## config.mk

```make
export PLATFORM = sky130hd
export DESIGN_NAME = rx_buf_reader
export DESIGN_NICKNAME = d
export VERILOG_FILES = /design/src/rtl/rx_buf_reader_pkg.sv /design/src/rtl/rx_buf_reader_skid.sv /design/src/rtl/rx_buf_reader.sv
export SDC_FILE = /design/constraint.sdc
export NUM_CORES = 1
export LEC_CHECK = 0
export ABC_AREA = 1
export CORE_ASPECT_RATIO = 0.9
export CORE_MARGIN = 1.5
export CORE_UTILIZATION = 55
export CTS_CLUSTER_SIZE = 14
export DETAILED_ROUTE_END_ITERATION = 7
export GPL_TIMING_DRIVEN = 0
export PLACE_DENSITY = 0.8
export REMOVE_ABC_BUFFERS = 1
export SETUP_SLACK_MARGIN = 0.1
export SYNTH_ARGS = -nofsm -noshare
export SYNTH_HDL_FRONTEND = slang
export SYNTH_SLANG_ARGS = --single-unit
```

## constraint.sdc

```tcl
create_clock -name clk -period 6.75 [get_ports clk]
set_input_delay 1.35 -clock clk [delete_from_list [all_inputs] [get_ports clk]]
set_output_delay 1.35 -clock clk [all_outputs]
set_load 0.01 [all_outputs]
```

## src/rtl/rx_buf_reader_pkg.sv

```systemverilog
// Shared types, header field offsets and helpers for the rx buffer reader.
package rx_buf_reader_pkg;

   localparam int unsigned DATA_W  = 64;
   localparam int unsigned STRB_W  = 8;
   localparam int unsigned USER_W  = 32;
   localparam int unsigned LEN_W   = 16;
   localparam int unsigned WCNT_W  = 14;
   localparam int unsigned DES_LSB = 56;
   localparam int unsigned SRC_LSB = 48;
   localparam int unsigned LEN_LSB = 32;

   typedef enum logic [1:0] {
      IDLE   = 2'd0,
      HDR    = 2'd1,
      DATA   = 2'd2,
      COMMIT = 2'd3
   } state_t;

   typedef struct packed {
      logic [DATA_W-1:0] data;
      logic [STRB_W-1:0] strb;
      logic [USER_W-1:0] user;
      logic              last;
   } beat_t;

   // Byte enables for the final beat of a frame of the given length.
   function automatic logic [STRB_W-1:0] strb_from_len(input logic [LEN_W-1:0] len);
      logic [STRB_W-1:0] s;
      if (len[2:0] == 3'd0) s = 8'hFF;
      else                  s = 8'((9'd1 << len[2:0]) - 9'd1);
      return s;
   endfunction

endpackage

```

## src/rtl/rx_buf_reader_skid.sv

```systemverilog
// Two-entry skid buffer between the buffer read pipeline and the AXI-Stream port.
module rx_skid_buf
   import rx_buf_reader_pkg::*;
(
   input  logic       clk,
   input  logic       reset,
   input  logic       in_valid,
   output logic       in_ready,
   input  beat_t      in_beat,
   output logic       out_valid,
   input  logic       out_ready,
   output beat_t      out_beat,
   output logic [1:0] level
);

   beat_t      mem [2];
   logic       wr_idx;
   logic       rd_idx;
   logic [1:0] cnt;
   logic       push;
   logic       pop;

   assign in_ready  = (cnt != 2'd2);
   assign out_valid = (cnt != 2'd0);
   assign push      = in_valid && in_ready;
   assign pop       = out_valid && out_ready;
   assign out_beat  = mem[rd_idx];
   assign level     = cnt;

   // Entries only change on push, so the head is stable while stalled.
   always_ff @(posedge clk) begin
      if (reset) begin
         mem[0] <= '0;
         mem[1] <= '0;
         wr_idx <= 1'b0;
         rd_idx <= 1'b0;
         cnt    <= 2'd0;
      end else begin
         if (push) begin
            mem[wr_idx] <= in_beat;
            wr_idx      <= ~wr_idx;
         end
         if (pop) rd_idx <= ~rd_idx;
         cnt <= cnt + 2'(push) - 2'(pop);
      end
   end

endmodule

```

## src/rtl/rx_buf_reader.sv

```systemverilog
// Reads committed frames (header + data words) from the rx buffer and streams them out.
// Optional statistics counters are enabled with RX_BUF_READER_STATS_EN.
module rx_buf_reader
   import rx_buf_reader_pkg::*;
#(
   parameter int unsigned ADDR_W = 12
) (
   input  logic              clk,
   input  logic              reset,
   input  logic [ADDR_W-1:0] commited_wr_address,
   output logic [ADDR_W-1:0] rd_addr,
   input  logic [63:0]       rd_data,
   output logic [63:0]       m_axis_tdata,
   output logic [7:0]        m_axis_tstrb,
   output logic [31:0]       m_axis_tuser,
   output logic              m_axis_tvalid,
   output logic              m_axis_tlast,
   input  logic              m_axis_tready,
   output logic [ADDR_W-1:0] commited_rd_address,
   output logic              rd_addr_updated
`ifdef RX_BUF_READER_STATS_EN
   ,
   output logic [31:0]       rx_frames,
   output logic [47:0]       rx_bytes
`endif
);

   state_t              state_q;
   state_t              state_d;
   logic [ADDR_W-1:0]   p_q;
   logic [ADDR_W-1:0]   cw_q;
   logic [ADDR_W-1:0]   rd_ptr_q;
   logic [ADDR_W-1:0]   crd_q;
   logic                upd_q;
   logic [USER_W-1:0]   hdr_q;
   logic [WCNT_W-1:0]   w_q;
   logic [WCNT_W-1:0]   iss_cnt_q;
   logic [WCNT_W-1:0]   psh_cnt_q;
   logic                infl_q;

   logic                avail;
   logic [LEN_W-1:0]    hdr_len;
   logic [WCNT_W-1:0]   hdr_w;
   logic [ADDR_W-1:0]   next_p;
   logic                start;
   logic                hdr_ld;
   logic                issue;
   logic                commit;
   logic                pop;
   logic                space_ok;
   logic [2:0]          occ;
   logic                sk_in_ready;
   logic [1:0]          sk_level;
   logic                push;
   beat_t               push_beat;
   beat_t               out_beat;

   assign avail   = (p_q != cw_q);
   assign hdr_len = rd_data[LEN_LSB +: LEN_W];
   assign hdr_w   = WCNT_W'((17'(hdr_len) + 17'd7) >> 3);
   assign next_p  = p_q + ADDR_W'(w_q) + ADDR_W'(1);
   assign pop     = m_axis_tvalid && m_axis_tready;
   assign push    = infl_q && sk_in_ready;

   // Entries held or in flight after this cycle's pop; one must stay free for a new read.
   assign occ      = 3'(sk_level) + 3'(infl_q) - 3'(pop);
   assign space_ok = (occ <= 3'd1);

   always_ff @(posedge clk) begin
      if (reset) state_q <= IDLE;
      else       state_q <= state_d;
   end

   always_comb begin
      state_d = state_q;
      unique case (state_q)
         IDLE:    if (avail) state_d = HDR;
         HDR:     state_d = (hdr_w != '0) ? DATA : COMMIT;
         DATA:    if (pop && m_axis_tlast) state_d = COMMIT;
         COMMIT:  state_d = IDLE;
         default: state_d = IDLE;
      endcase
   end

   always_comb begin
      start  = 1'b0;
      hdr_ld = 1'b0;
      issue  = 1'b0;
      commit = 1'b0;
      unique case (state_q)
         IDLE:    start  = avail;
         HDR:     hdr_ld = 1'b1;
         DATA:    issue  = (iss_cnt_q != w_q) && space_ok;
         COMMIT:  commit = 1'b1;
         default: ;
      endcase
   end

   // rd_addr always shows the next address; a read is consumed when issue is high.
   always_ff @(posedge clk) begin
      if (reset) begin
         p_q       <= '0;
         cw_q      <= '0;
         rd_ptr_q  <= '0;
         crd_q     <= '0;
         upd_q     <= 1'b0;
         hdr_q     <= '0;
         w_q       <= '0;
         iss_cnt_q <= '0;
         psh_cnt_q <= '0;
         infl_q    <= 1'b0;
      end else begin
         cw_q   <= commited_wr_address;
         upd_q  <= commit;
         infl_q <= issue;
         if (start) rd_ptr_q <= p_q + ADDR_W'(1);
         if (hdr_ld) begin
            hdr_q     <= {rd_data[DES_LSB +: 8], rd_data[SRC_LSB +: 8], hdr_len};
            w_q       <= hdr_w;
            iss_cnt_q <= '0;
            psh_cnt_q <= '0;
         end
         if (issue) begin
            rd_ptr_q  <= rd_ptr_q + ADDR_W'(1);
            iss_cnt_q <= iss_cnt_q + WCNT_W'(1);
         end
         if (push) psh_cnt_q <= psh_cnt_q + WCNT_W'(1);
         if (commit) begin
            p_q      <= next_p;
            crd_q    <= next_p;
            rd_ptr_q <= next_p;
         end
      end
   end

   always_comb begin
      push_beat.data = rd_data;
      push_beat.user = hdr_q;
      push_beat.last = (psh_cnt_q == w_q - WCNT_W'(1));
      push_beat.strb = push_beat.last ? strb_from_len(hdr_q[LEN_W-1:0]) : 8'hFF;
   end

   rx_skid_buf u_skid (
      .clk       (clk),
      .reset     (reset),
      .in_valid  (infl_q),
      .in_ready  (sk_in_ready),
      .in_beat   (push_beat),
      .out_valid (m_axis_tvalid),
      .out_ready (m_axis_tready),
      .out_beat  (out_beat),
      .level     (sk_level)
   );

   assign m_axis_tdata        = out_beat.data;
   assign m_axis_tstrb        = out_beat.strb;
   assign m_axis_tuser        = out_beat.user;
   assign m_axis_tlast        = out_beat.last;
   assign rd_addr             = rd_ptr_q;
   assign commited_rd_address = crd_q;
   assign rd_addr_updated     = upd_q;

`ifdef RX_BUF_READER_STATS_EN
   // Frame and byte totals, updated once per committed frame.
   always_ff @(posedge clk) begin
      if (reset) begin
         rx_frames <= '0;
         rx_bytes  <= '0;
      end else if (commit) begin
         rx_frames <= rx_frames + 32'd1;
         rx_bytes  <= rx_bytes + 48'(hdr_q[LEN_W-1:0]);
      end
   end
`endif

endmodule

```

# == Word-level counts from Yosys, hierarchy flattened ==
# Memory sizes are Yosys's and may differ from the RTL's. A register that Yosys moved wholly into a read port is not among the register bits.
# Index checks and enable logic that the tools add are counted.
# totals
register_bits,118
ramBits,210
input_bits,79
wordCells,79
mem_count,1
# op_classes
n_addsub,13
order_cmp,1
n_eq_ne,9
n_shift,1
n_mux,26
n_bitwise,2
reduce_logical,13
# memory_table
name,depth,word_bits,rd,rd_clocked_by_memory_dff,write_ports,line_no,rtl
u_skid.mem,2,105,1,1,2,rx_buf_reader_skid.sv:16,beat_t mem [2];
# ops
op,count
$mux W105,1
$reduce_or A105 Y1,1
$mux W14,3
$add A12 B1 Y12 const B,3
$mux W12,3
$add A14 B1 Y14 const B,2
$add A16 B3 Y17 const B,1
$mux W8,2
$eq A14 B14 Y1,1
$mux W1,14
$ne A14 B14 Y1,1
$reduce_bool A14 Y1,1
$sub A14 B1 Y14 const B,1
$add A12 B12 Y12,1
$ne A12 B12 Y1,1
$pmux W2 S4,1
$shl A1 B3 Y8 const A,1
$sub A8 B1 Y8 const B,1
$ne A2 B2 Y1 const B,3
$reduce_bool A2 Y1,3
$eq A2 B2 Y1 const B,2
$logic_and A1 B1 Y1,4
$mux W2,2
$add A2 B1 Y3,1
other kinds (10),11

# == Logic depth before layout (Yosys ltp) ==
# Gate-level depths: netlist of run 1.
# logic_depth
word_depth,8
depth_mapped,25
ltp_nobuf,24

# == Hierarchy ==
# A second synthesis of run 1 with hierarchy kept.
# hier_totals
hier_cells,1661
area_unflattened_um2,15790.1
# by_module_without_submodules
module,instances,cells_per_inst,area_each_um2,seq_area_each_um2
rx_skid_buf,1,701,9191.3,6406.1
rx_buf_reader,1,960,6598.8,2282.2

# == Least setup slack after synthesis of run 1 ==
# Ideal clock, no wire load.
# synth_timing
kind,input to register
startpoint,input reset
endpoint,memory u_skid.mem[0][0] (netlist bit) (enable)
setup_ns,0.959
arrival_time_ns,4.109
t_required_ns,5.791
setup_slack_ns,1.682
cell_stages,8
path_cell_list,clkbuf_1 -> inv_1 -> nand2_1 -> nor2_1 -> inv_2 -> buf_2 -> buf_1 -> nand2_1
# synth_rtl
item,line_no,rtl
"start, declared",rx_buf_reader.sv:9,"input logic reset,"
"end, declared",rx_buf_reader_skid.sv:16,

# == Final worst setup path of run 1 ==
# layout_timing
startpoint,input m_axis_tready
endpoint,"register rd_ptr_q[10], in the netlist rd_addr[10]"
# layout_via
elab_chain_cells,7
elab_cells_between_ends,8
# layout_lines
item,line_no,rtl
"start, declared",rx_buf_reader.sv:18,"input logic m_axis_tready,"
$logic_and A1 B1 Y1 (*),rx_buf_reader.sv:62,assign pop = m_axis_tvalid && m_axis_tready;
net pop,rx_buf_reader.sv:49,logic pop;
$sub A3 B1 Y3 (*),rx_buf_reader.sv:66,assign occ = 3'(sk_level) + 3'(infl_q) - 3'(pop);
$le A3 B1 Y1 (*),rx_buf_reader.sv:67,assign space_ok = (occ <= 3'd1);
$logic_and A1 B1 Y1 (*),rx_buf_reader.sv:93,DATA: issue = (iss_cnt_q != w_q) && space_ok;
$mux W1 (*),rx_buf_reader.sv:90,unique case (state_q)
$mux W12,rx_buf_reader.sv:123,if (issue) begin
$mux W12,rx_buf_reader.sv:128,if (commit) begin
"end signal, assigned",rx_buf_reader.sv:116,if (start) rd_ptr_q <= p_q + ADDR_W'(1);
"end signal, assigned",rx_buf_reader.sv:124,rd_ptr_q <= rd_ptr_q + ADDR_W'(1);
"end signal, assigned",rx_buf_reader.sv:131,rd_ptr_q <= next_p;
"end, declared",rx_buf_reader.sv:32,logic [ADDR_W-1:0] rd_ptr_q;
# The timed path passes the listed nets; every way through them passes the cells marked *.
# A chain may end at the register's enable or synchronous reset.

==> results of run 1 <==
layer usage:
metal	routed length, um	GRT usage, %	share of wire (%)	vias up
li1	-	-	-	5729
met1	15300	31.94	41	5658
met2	18290	42.90	49	447
met3	2622	4.193	7.1	60
met4	819	8.485	2.2	0
met5	0	0	0	-
final timing paths:
kind         cells past startpoint            end            start
min                              1  u_skid.rd_idx    u_skid.rd_idx
min reg2reg                      1  u_skid.rd_idx    u_skid.rd_idx
max                             22    rd_addr[10]    m_axis_tready
max reg2reg                     23    rd_addr[10]  u_skid.level[1]
cell families (layout without fill, tap and decap cells):
| group | after synthesis | in the layout | synth area share [%] |
|---|---|---|---|
| other | 0 | 3 | 0 |
| buffers and inverters | 285 | 495 | 7.159 |
| AND/OR/NAND/NOR | 589 | 589 | 16.01 |
| multiplexers | 105 | 105 | 7.653 |
| AO/OA/AOI/OAI | 237 | 237 | 8.212 |
| adder cells (fa/ha/maj) | 25 | 25 | 2.122 |
| flip-flops | 329 | 329 | 56.24 |
| XOR/XNOR | 46 | 46 | 2.608 |
registers in the layout, summed over array words and instances (netlist names), named ones only:
signal and count:
state_q 2, psh_cnt_q 14, u_skid.wr_idx 1, u_skid.level 2, hdr_q 32, infl_q 1, rd_addr 12, rd_addr_updated 1
u_skid.mem 210, iss_cnt_q 14, cw_q 12, commited_rd_address 12, u_skid.rd_idx 1, w_q 14
area by class of cell:
class	instances	area, um2
fill	2037	8826
sequential	329	8692
multi-input combinational	1002	5683
timing repair buffer	215	2237
clock buffer	54	1008
inverter	215	814.5
tap	360	450.4
clock inverter	11	75.07
antenna	3	7.507
per-stage QoR:
step                      area (um2)  std cells
after detailed placement       17880       2121
after global placement         17690       2115
after global routing           18970       2189
after CTS                      18960       2186
final                          18970       2189
after floorplan                15150       1546
critical path: stages:
cell,delay (ps)
clkdlybuf4s50_1,450
nand2_1,60
inv_1,130
ha_1,250
inv_1,70
ha_1,130
inv_1,50
fa_1,490
o211ai_1,100
a21oi_2,540
nand2_4,350
inv_2,320
nand2_1,80
nand2_1,110
ha_1,190
nand3_1,130
nor2_2,190
nand3_1,100
nand3_1,90
nand3_1,80
nand2_1,100
inv_1,40
power breakdown:
group / switching [mW] / leakage (nW) / internal (mW)
sequential: 0.224 / 3.15 / 2.41
combinational: 1.17 / 3.95 / 0.936
clock: 0.770 / 0.523 / 1.04
layout by cell type, fill, tap and decap left out, types with 3 or more instances in the layout:
cell,n
a211oi_1,7
a21oi_1,111
a221oi_1,4
a31oi_1,9
buf_16,4
clkbuf_1,14
clkbuf_16,36
clkbuf_8,4
clkdlybuf4s50_1,208
clkinv_1,4
dfxtp_1,118
diode_2,3
edfxtp_1,210
ha_1,22
inv_1,206
inv_2,7
mux2_2,105
nand2_1,201
nand2_2,3
nand2_4,9
nand3_1,53
nand4_1,11
nor2_1,269
nor2_2,6
nor3_1,16
nor4_1,6
o211ai_1,4
o21ai_0,89
o21ai_1,3
or2_2,7
xnor2_1,17
xor2_1,29
==> flow_metrics.tcl, run 1 <==
set metrics [dict create \
    hold_class "reg2reg" \
    drtPass1Iterations 5 \
    grtUsageTotal_pct 24.88 \
    first_global_vias 11480 \
    layout.nets 1903 \
    ir_drop_mv 0.1982 \
    gr-total-overflow 0 \
    cp-start-kind "primary input" \
    clkSlewWorstSetupHoldPaths_ps 50 \
    synth_cell_types 44 \
    ios 210 \
    synth.most_common_cell "nor2_1" \
    criticalPathCategory "in2reg" \
    clockRootBuffer "clkbuf_16" \
    post_cts_buffers 0 \
    critPathRequiredTime_ps 7150 \
    die_area_um2 29110 \
    syn-cell-area_um2 15450 \
    route.detailed.wl_per_inst_um 16.92 \
    die_x_um 179.7 \
    antenna_found_initial 3 \
    pre_cts_slack_ps 1254 \
    slew_headroom_pct 34.15 \
    final_util_pct 68.25 \
    io_buffers 209 \
    cts.path.max_buffers 3 \
    finalWorstSetupSlack_ps 1733 \
    insertion_delay_ps 520 \
    outcome "completed" \
    gp_congestion 0.9009 \
    cts_resized 0 \
    viasPerCell 5.434 \
    finalClockSkew_ps 26.78 \
    synth_ff_type "edfxtp_1" \
    synth_warnings 0 \
    rsz0062_at_grt "false" \
    num_rows 58 \
    max-cap-violations 0 \
    cts_tree "done" \
    async_flop_share_pct 0 \
    yosysTopAreaCellShare_pct 40.82 \
    synth-edff-count 210 \
    hold_violations 0 \
    layout_min_cycle_time_ps 5017 \
    fmax_mhz 199.3 \
    final.setup.tns_ps 0 \
    grt_pass1_wl_mm 58.73 \
    total_power_mw 6.551 \
    dp.final_hpwl_mm 23.86 \
    start_util_pct 55.59 \
    drt_iter0_markers 983 \
    synthTopCellsByArea "edfxtp_1, dfxtp_1, mux2_2" \
    grt_max_degree 106 \
    wirelength_mm 37.03 \
    vias 11890 \
    maxSlewViolCount 0 \
    syn_inst 1616 \
    p_leak_nw 7.622 \
    worstMarginPinSlew_ps 986.6 \
    min_period_over_period_pct 74.32 \
    crit_arrival_ps 5420 \
    clock-sinks 329 \
    cts_buffers 36 \
    crit_fanout 24 \
    syn2layout_area_growth_pct 22.77 \
    drive_gt1_share_pct 11.01 \
    synth.yosys.seq_area_share_pct 56.24 \
    htree_num_levels 2 \
    p_per_area_nw_per_um2 345.3 \
    coreArea_um2 27790 \
    worstSetupEndpointType "register" \
    drtAntennaViolNets 0 \
    ys_ff_latch 329 \
    drc_errors 0 \
    die_height_um 162 \
    avgSynthCellArea_um2 9.561 \
    synthTopCellsByCount "nor2_1, edfxtp_1, inv_1" \
    timing.reg2reg.setup_slack_ps 2430 \
    synth_top_area_cell "edfxtp_1" \
    timing.hold.ws_ps 453.5 \
    hold_buffers 0 \
    setup_viol 0 \
]
Note: power is estimated with default switching activity, not from simulation.
==> run 2, diff against run 1 <==
Settings changed: CORE_UTILIZATION 55 to 50, PLACE_DENSITY 0.8 to 0.77.
Clock period 6.75 ns to 4.51 ns, I/O delays scaled along.
==> run 2 against run 1 <==
Sequential share of layout area is 0.45 points lower. Utilization down 4.8 points. Die area grew 9.8%. Sequential power increased by 50%. Routed wire length shrank 0.90%. Cell area is 0.99% higher. Non-clock buffer count grew 2. Worst hold slack worse by 6.0 ps. Highest routed layer unchanged. Flip-flop and latch count unchanged. Clock skew down 3.9 ps. First-iteration DRC count fell by 7.1%.
==> flow_metrics.tcl, run 2 (synthesis gave the netlist of run 1 again) <==
set metrics [dict create \
    outcome "completed" \
    pwr-share-seq_pct 39.4 \
    hold_path_depth 1 \
    dp_cells 2164 \
    clkSlewWorstSetupHoldPaths_ps 60 \
    crit_fanout 24 \
    rsz0062_at_grt "false" \
    largest_reg_flops 210 \
    power.switching_mw 3.268 \
    gr-total-overflow 0 \
    cp-start-kind "primary input" \
    antenna_found_initial 3 \
    route.detailed.wl_per_inst_um 16.42 \
    n_fill_cell 2347 \
    path_cells "clkdlybuf4s50_1 > nand2_1 > inv_1 > ha_1 > inv_1 > ha_1 > inv_1 > fa_1 > o211ai_1 > a21oi_4 > nand2_4 > clkinv_2 > nand2_1 > nand2_1 > ha_1 > nand3_1 > nor2_2 > nand3_1 > nand3_1 > nand3_1 > nand2_1 > inv_1" \
    path_delay_family "simple AND/OR/NAND/NOR gates" \
    pre_cts_slack_ps -540.8 \
    num_rows 60 \
    drtPass1Iterations 6 \
    final.setup.tns_ps 0 \
    layout.nets 1905 \
    start_util_pct 51.19 \
    drive_gt1_share_pct 11.43 \
    final_cell_mix "nor2_1, edfxtp_1, clkdlybuf4s50_1" \
    ir_drop_mv 0.2893 \
    clock-sinks 329 \
    die_area_um2 31960 \
    top_register "u_skid.mem" \
    fmax_mhz 242.0 \
    drtAntennaViolNets 0 \
    coreArea_um2 30180 \
    viasPerCell 5.294 \
    htree_num_levels 2 \
    insertion_delay_ps 520 \
    grt_max_degree 106 \
    setup_viol 0 \
    maxSlewViolCount 0 \
    critPathRequiredTime_ps 4930 \
    die_height_um 169.8 \
    min_period_over_period_pct 91.62 \
    layout_min_cycle_time_ps 4132 \
    final_common_cell "nor2_1" \
    dp.final_hpwl_mm 23.81 \
    syn2layout_area_growth_pct 23.99 \
    final_cells 2235 \
    worstSetupEndpointType "register" \
    vias 11830 \
    hold_class "reg2reg" \
    grtUsageTotal_pct 22.71 \
    cts_tree "done" \
    ios 210 \
    die_x_um 188.3 \
    p_clk_share_pct 29.3 \
    worstMarginPinSlew_ps 985.3 \
    reg2reg_depth 8 \
    fin_area_um2 19160 \
    clockRootBuffer "clkbuf_16" \
    drc_errors 0 \
    p_leak_nw 7.694 \
    p_int_mw 6.785 \
    cts_buffers 36 \
    slowest_stage "fa_1" \
    wirelength_mm 36.70 \
    largest_registers "u_skid.mem: 210 flops, hdr_q: 32 flops" \
    timing.hold.ws_ps 447.5 \
    placed_cell_area_um2 17920 \
    switching_share_pct 32.51 \
    p_per_area_nw_per_um2 524.8 \
    first_global_vias 11580 \
    crit_cells 22 \
    total_power_mw 10.05 \
    max-cap-violations 0 \
    io_buffers 209 \
    finalWorstSetupSlack_ps 377.9 \
    finalClockSkew_ps 22.89 \
    hold_violations 0 \
    drt_iter0_markers 913 \
    hold_buffers 0 \
    slowest_delay_ps 490 \
    power_frac_comb_pct 31.3 \
    slew_headroom_pct 34.24 \
    criticalPathCategory "in2reg" \
    gp_congestion 0.8636 \
    grt_pass1_wl_mm 58.21 \
    crit_arrival_ps 4550 \
    path_buf_inv 6 \
    final_util_pct 63.47 \
    cts.path.max_buffers 3 \
]
## run 2: repair_timing
item | CTS | global route
gates resized for setup | 1 | 1
buffers inserted | 0 | 2
pin swaps | 0 | 0
endpoints found under the setup margin | 3 | 4
## run 2: worst paths after layout
check / startpoint / slack (ps) / end
worst max-delay path: m_axis_tready / 380 / rd_addr[10]
worst min-delay path: u_skid.rd_idx / 450 / register
worst max register to register: u_skid.level[1] / 560 / u_skid.mem[1][63]
worst min register to register: u_skid.rd_idx / 450 / register
## run 2: cell type report
type,count,area [um2],area share [%]
repair buffers,217,2245,11.72
multi-input cells,1002,5690,29.71
clock inverters,17,190.2,0.9928
diodes,4,10.01,0.05225
clock buffers,48,1008,5.265
well taps,403,504.2,2.632
flip-flops and latches,329,8692,45.38
inverters,215,815.8,4.259
## run 2: power by group through the flow
stage          Clock [mW]  Combinational, mW  Sequential, mW
3_5_place_dp            0               3.10            4.01
3_3_place_gp            0               3.03            4.06
4_1_cts              2.99               3.13            3.96
6_report             2.95               3.14            3.96
5_1_grt              3.10               3.45            4.01
2_1_floorplan           0               1.90            3.96
## run 2: layer usage
| layer | up-vias | track usage (%) | part of all wire [%] |
|---|---|---|---|
| met5 | - | 0 | 0 |
| met4 | 0 | 8.075 | 2.5 |
| met3 | 73 | 3.309 | 7.2 |
| met2 | 446 | 39.07 | 48 |
| met1 | 5580 | 29.35 | 42 |
| li1 | 5732 | - | - |
==> run 3, diff against run 2 <==
Settings changed: CORE_UTILIZATION 50 to 55, PLACE_DENSITY 0.77 to 0.8.
Clock period 4.51 ns to 4 ns, I/O delays scaled along.
==> run 3 against run 2 <==
Clock power up 3%. Flip-flop and latch count unchanged. Cell area down 0.37%. Routed wire length up 2.2%. Die area down 8.9%. Critical path depth down 1. Combinational power up 17%. Cell count down 1.7%. Worst setup slack worse by 110 ps. First-iteration DRC count up 4.8%. Register-to-register slack worse by 210 ps. Critical endpoint unchanged.
==> flow_metrics.tcl, run 3 (synthesis gave the netlist of run 1 again) <==
set metrics [dict create \
    outcome "completed" \
    insertion_delay_ps 520 \
    hold_violations 0 \
    gr-total-overflow 0 \
    cts.path.max_buffers 3 \
    die_area_um2 29110 \
    drtPass1Iterations 5 \
    htree_num_levels 2 \
    final_common_cell "nor2_1" \
    max-cap-violations 0 \
    io_buffers 209 \
    syn2layout_area_growth_pct 23.53 \
    timing.hold.ws_ps 451.0 \
    wirelength_mm 37.50 \
    ir_drop_mv 0.3332 \
    crit_arrival_ps 4140 \
    num_rows 58 \
    final_cell_mix "nor2_1, edfxtp_1, clkdlybuf4s50_1" \
    total_power_mw 11.17 \
    vias 11960 \
    drt_iter0_markers 957 \
    final.setup.tns_ps 0 \
    clock-sinks 329 \
    layout_min_cycle_time_ps 3733 \
    grt_pass1_wl_mm 58.90 \
    drtAntennaViolNets 0 \
    slowest_delay_ps 490 \
    critPathRequiredTime_ps 4410 \
    largest_registers "u_skid.mem: 210 flops, hdr_q: 32 flops" \
    cts_tree "done" \
    antenna_found_initial 3 \
    p_per_area_nw_per_um2 585.3 \
    placed_cell_area_um2 17880 \
    slowest_stage "fa_1" \
    ios 210 \
    layout.nets 1911 \
    start_util_pct 55.59 \
    first_global_vias 11510 \
    fin_area_um2 19080 \
    dp.final_hpwl_mm 23.86 \
    fmax_mhz 267.9 \
    criticalPathCategory "in2reg" \
    hold_class "reg2reg" \
    viasPerCell 5.442 \
    worstSetupEndpointType "register" \
    crit_fanout 8 \
    clockRootBuffer "clkbuf_16" \
    largest_reg_flops 210 \
    setup_viol 0 \
    worstMarginPinSlew_ps 1010 \
    drc_errors 0 \
    crit_path_frequent_cell "nand3_1" \
    gp_congestion 0.9009 \
    drive_gt1_share_pct 11.56 \
    final_cells 2197 \
    die_x_um 179.7 \
    grtUsageTotal_pct 24.96 \
    maxSlewViolCount 0 \
    grt_max_degree 106 \
    finalClockSkew_ps 25.26 \
    p_leak_nw 7.662 \
    top_register "u_skid.mem" \
    min_period_over_period_pct 93.32 \
    dp_cells 2121 \
    slew_headroom_pct 32.61 \
    cp-start-kind "primary input" \
    clkSlewWorstSetupHoldPaths_ps 60 \
    coreArea_um2 27790 \
    route.detailed.wl_per_inst_um 17.07 \
    die_height_um 162 \
    cts_buffers 36 \
    path_cells "clkdlybuf4s50_1 > nand2_1 > inv_2 > ha_1 > inv_1 > ha_1 > inv_1 > fa_1 > o211ai_1 > a21oi_4 > buf_6 > nand3_1 > nand2_4 > ha_2 > nand3_1 > nor2_4 > nand3_1 > nand3_1 > nand3_1 > nand2_1 > inv_1" \
    rsz0062_at_grt "true" \
]
## run 3: cell types whose count changed in the layout (fill, tap and decap cells not counted), moves of 2 or more
| cell | delta |
|---|---|
| bufinv_16 | -3 |
| buf_4 | +3 |
| clkbuf_8 | +2 |
| clkbuf_16 | -2 |
| clkbuf_1 | +6 |
| inv_6 | +2 |
| clkinv_2 | -5 |
| nand2_8 | +2 |
## run 3: through the flow
| step | utilization (%) | setup WS (ps) |
|---|---|---|
| after floorplan | - | -2628 |
| after global placement | 63.66 | -9269 |
| after detailed placement | 64.32 | -946.2 |
| after CTS | 68.34 | 79.93 |
| after global routing | 68.66 | 10.39 |
| final | 68.66 | 267.3 |
## run 3: worst max-delay path: cells and delay by family
kind                     cells  cell delay [ps]
adder cells (fa/ha/maj)      4             1040
AND/OR/NAND/NOR              9              950
buffers and inverters        6              920
AO/OA/AOI/OAI                2              430
## run 3: layer usage
layer / share of wire, % / wire length, um / vias to the layer above / GRT usage [%]
li1: - / - / 5754 / -
met1: 43 / 16040 / 5698 / 32.12
met2: 49 / 18270 / 435 / 42.80
met3: 6.2 / 2311 / 69 / 4.193
met4: 2.3 / 873 / 0 / 8.864
met5: 0 / 0 / - / 0
## run 3: layout make-up
class / instances / area [um2]
inverters: 215 / 822.0
clock buffers: 54 / 1008
fillers: 2020 / 8710
diodes: 3 / 7.507
well taps: 360 / 450.4
clock inverters: 11 / 75.07
repair buffers: 221 / 2286
multi-input cells: 1004 / 5743
flip-flops and latches: 329 / 8692
## run 3: where the power goes
part | leakage (nW) | internal [mW] | switching (mW)
Clock | 0.523 | 1.75 | 1.30
Sequential | 3.15 | 4.07 | 0.380
Combinational | 3.99 | 1.63 | 2.04
## run 3: path summary, 6_finish.rpt
| kind | startpoint | end | slack (ps) | cells after the start |
|---|---|---|---|---|
| setup reg to reg | u_skid.level[1] | rd_addr[10] | 350 | 22 |
| hold reg to reg | u_skid.rd_idx | u_skid.rd_idx | 450 | 1 |
| hold / removal | u_skid.rd_idx | u_skid.rd_idx | 450 | 1 |
| setup / recovery | m_axis_tready | rd_addr[10] | 270 | 21 |
## run 3: timing repair
item,4_1_cts,5_1_grt
resized for setup,4,7
hold buffers,0,0
endpoints found under the setup margin,70,67
pin swaps,0,2
gates cloned,0,2
buffers inserted,1,5
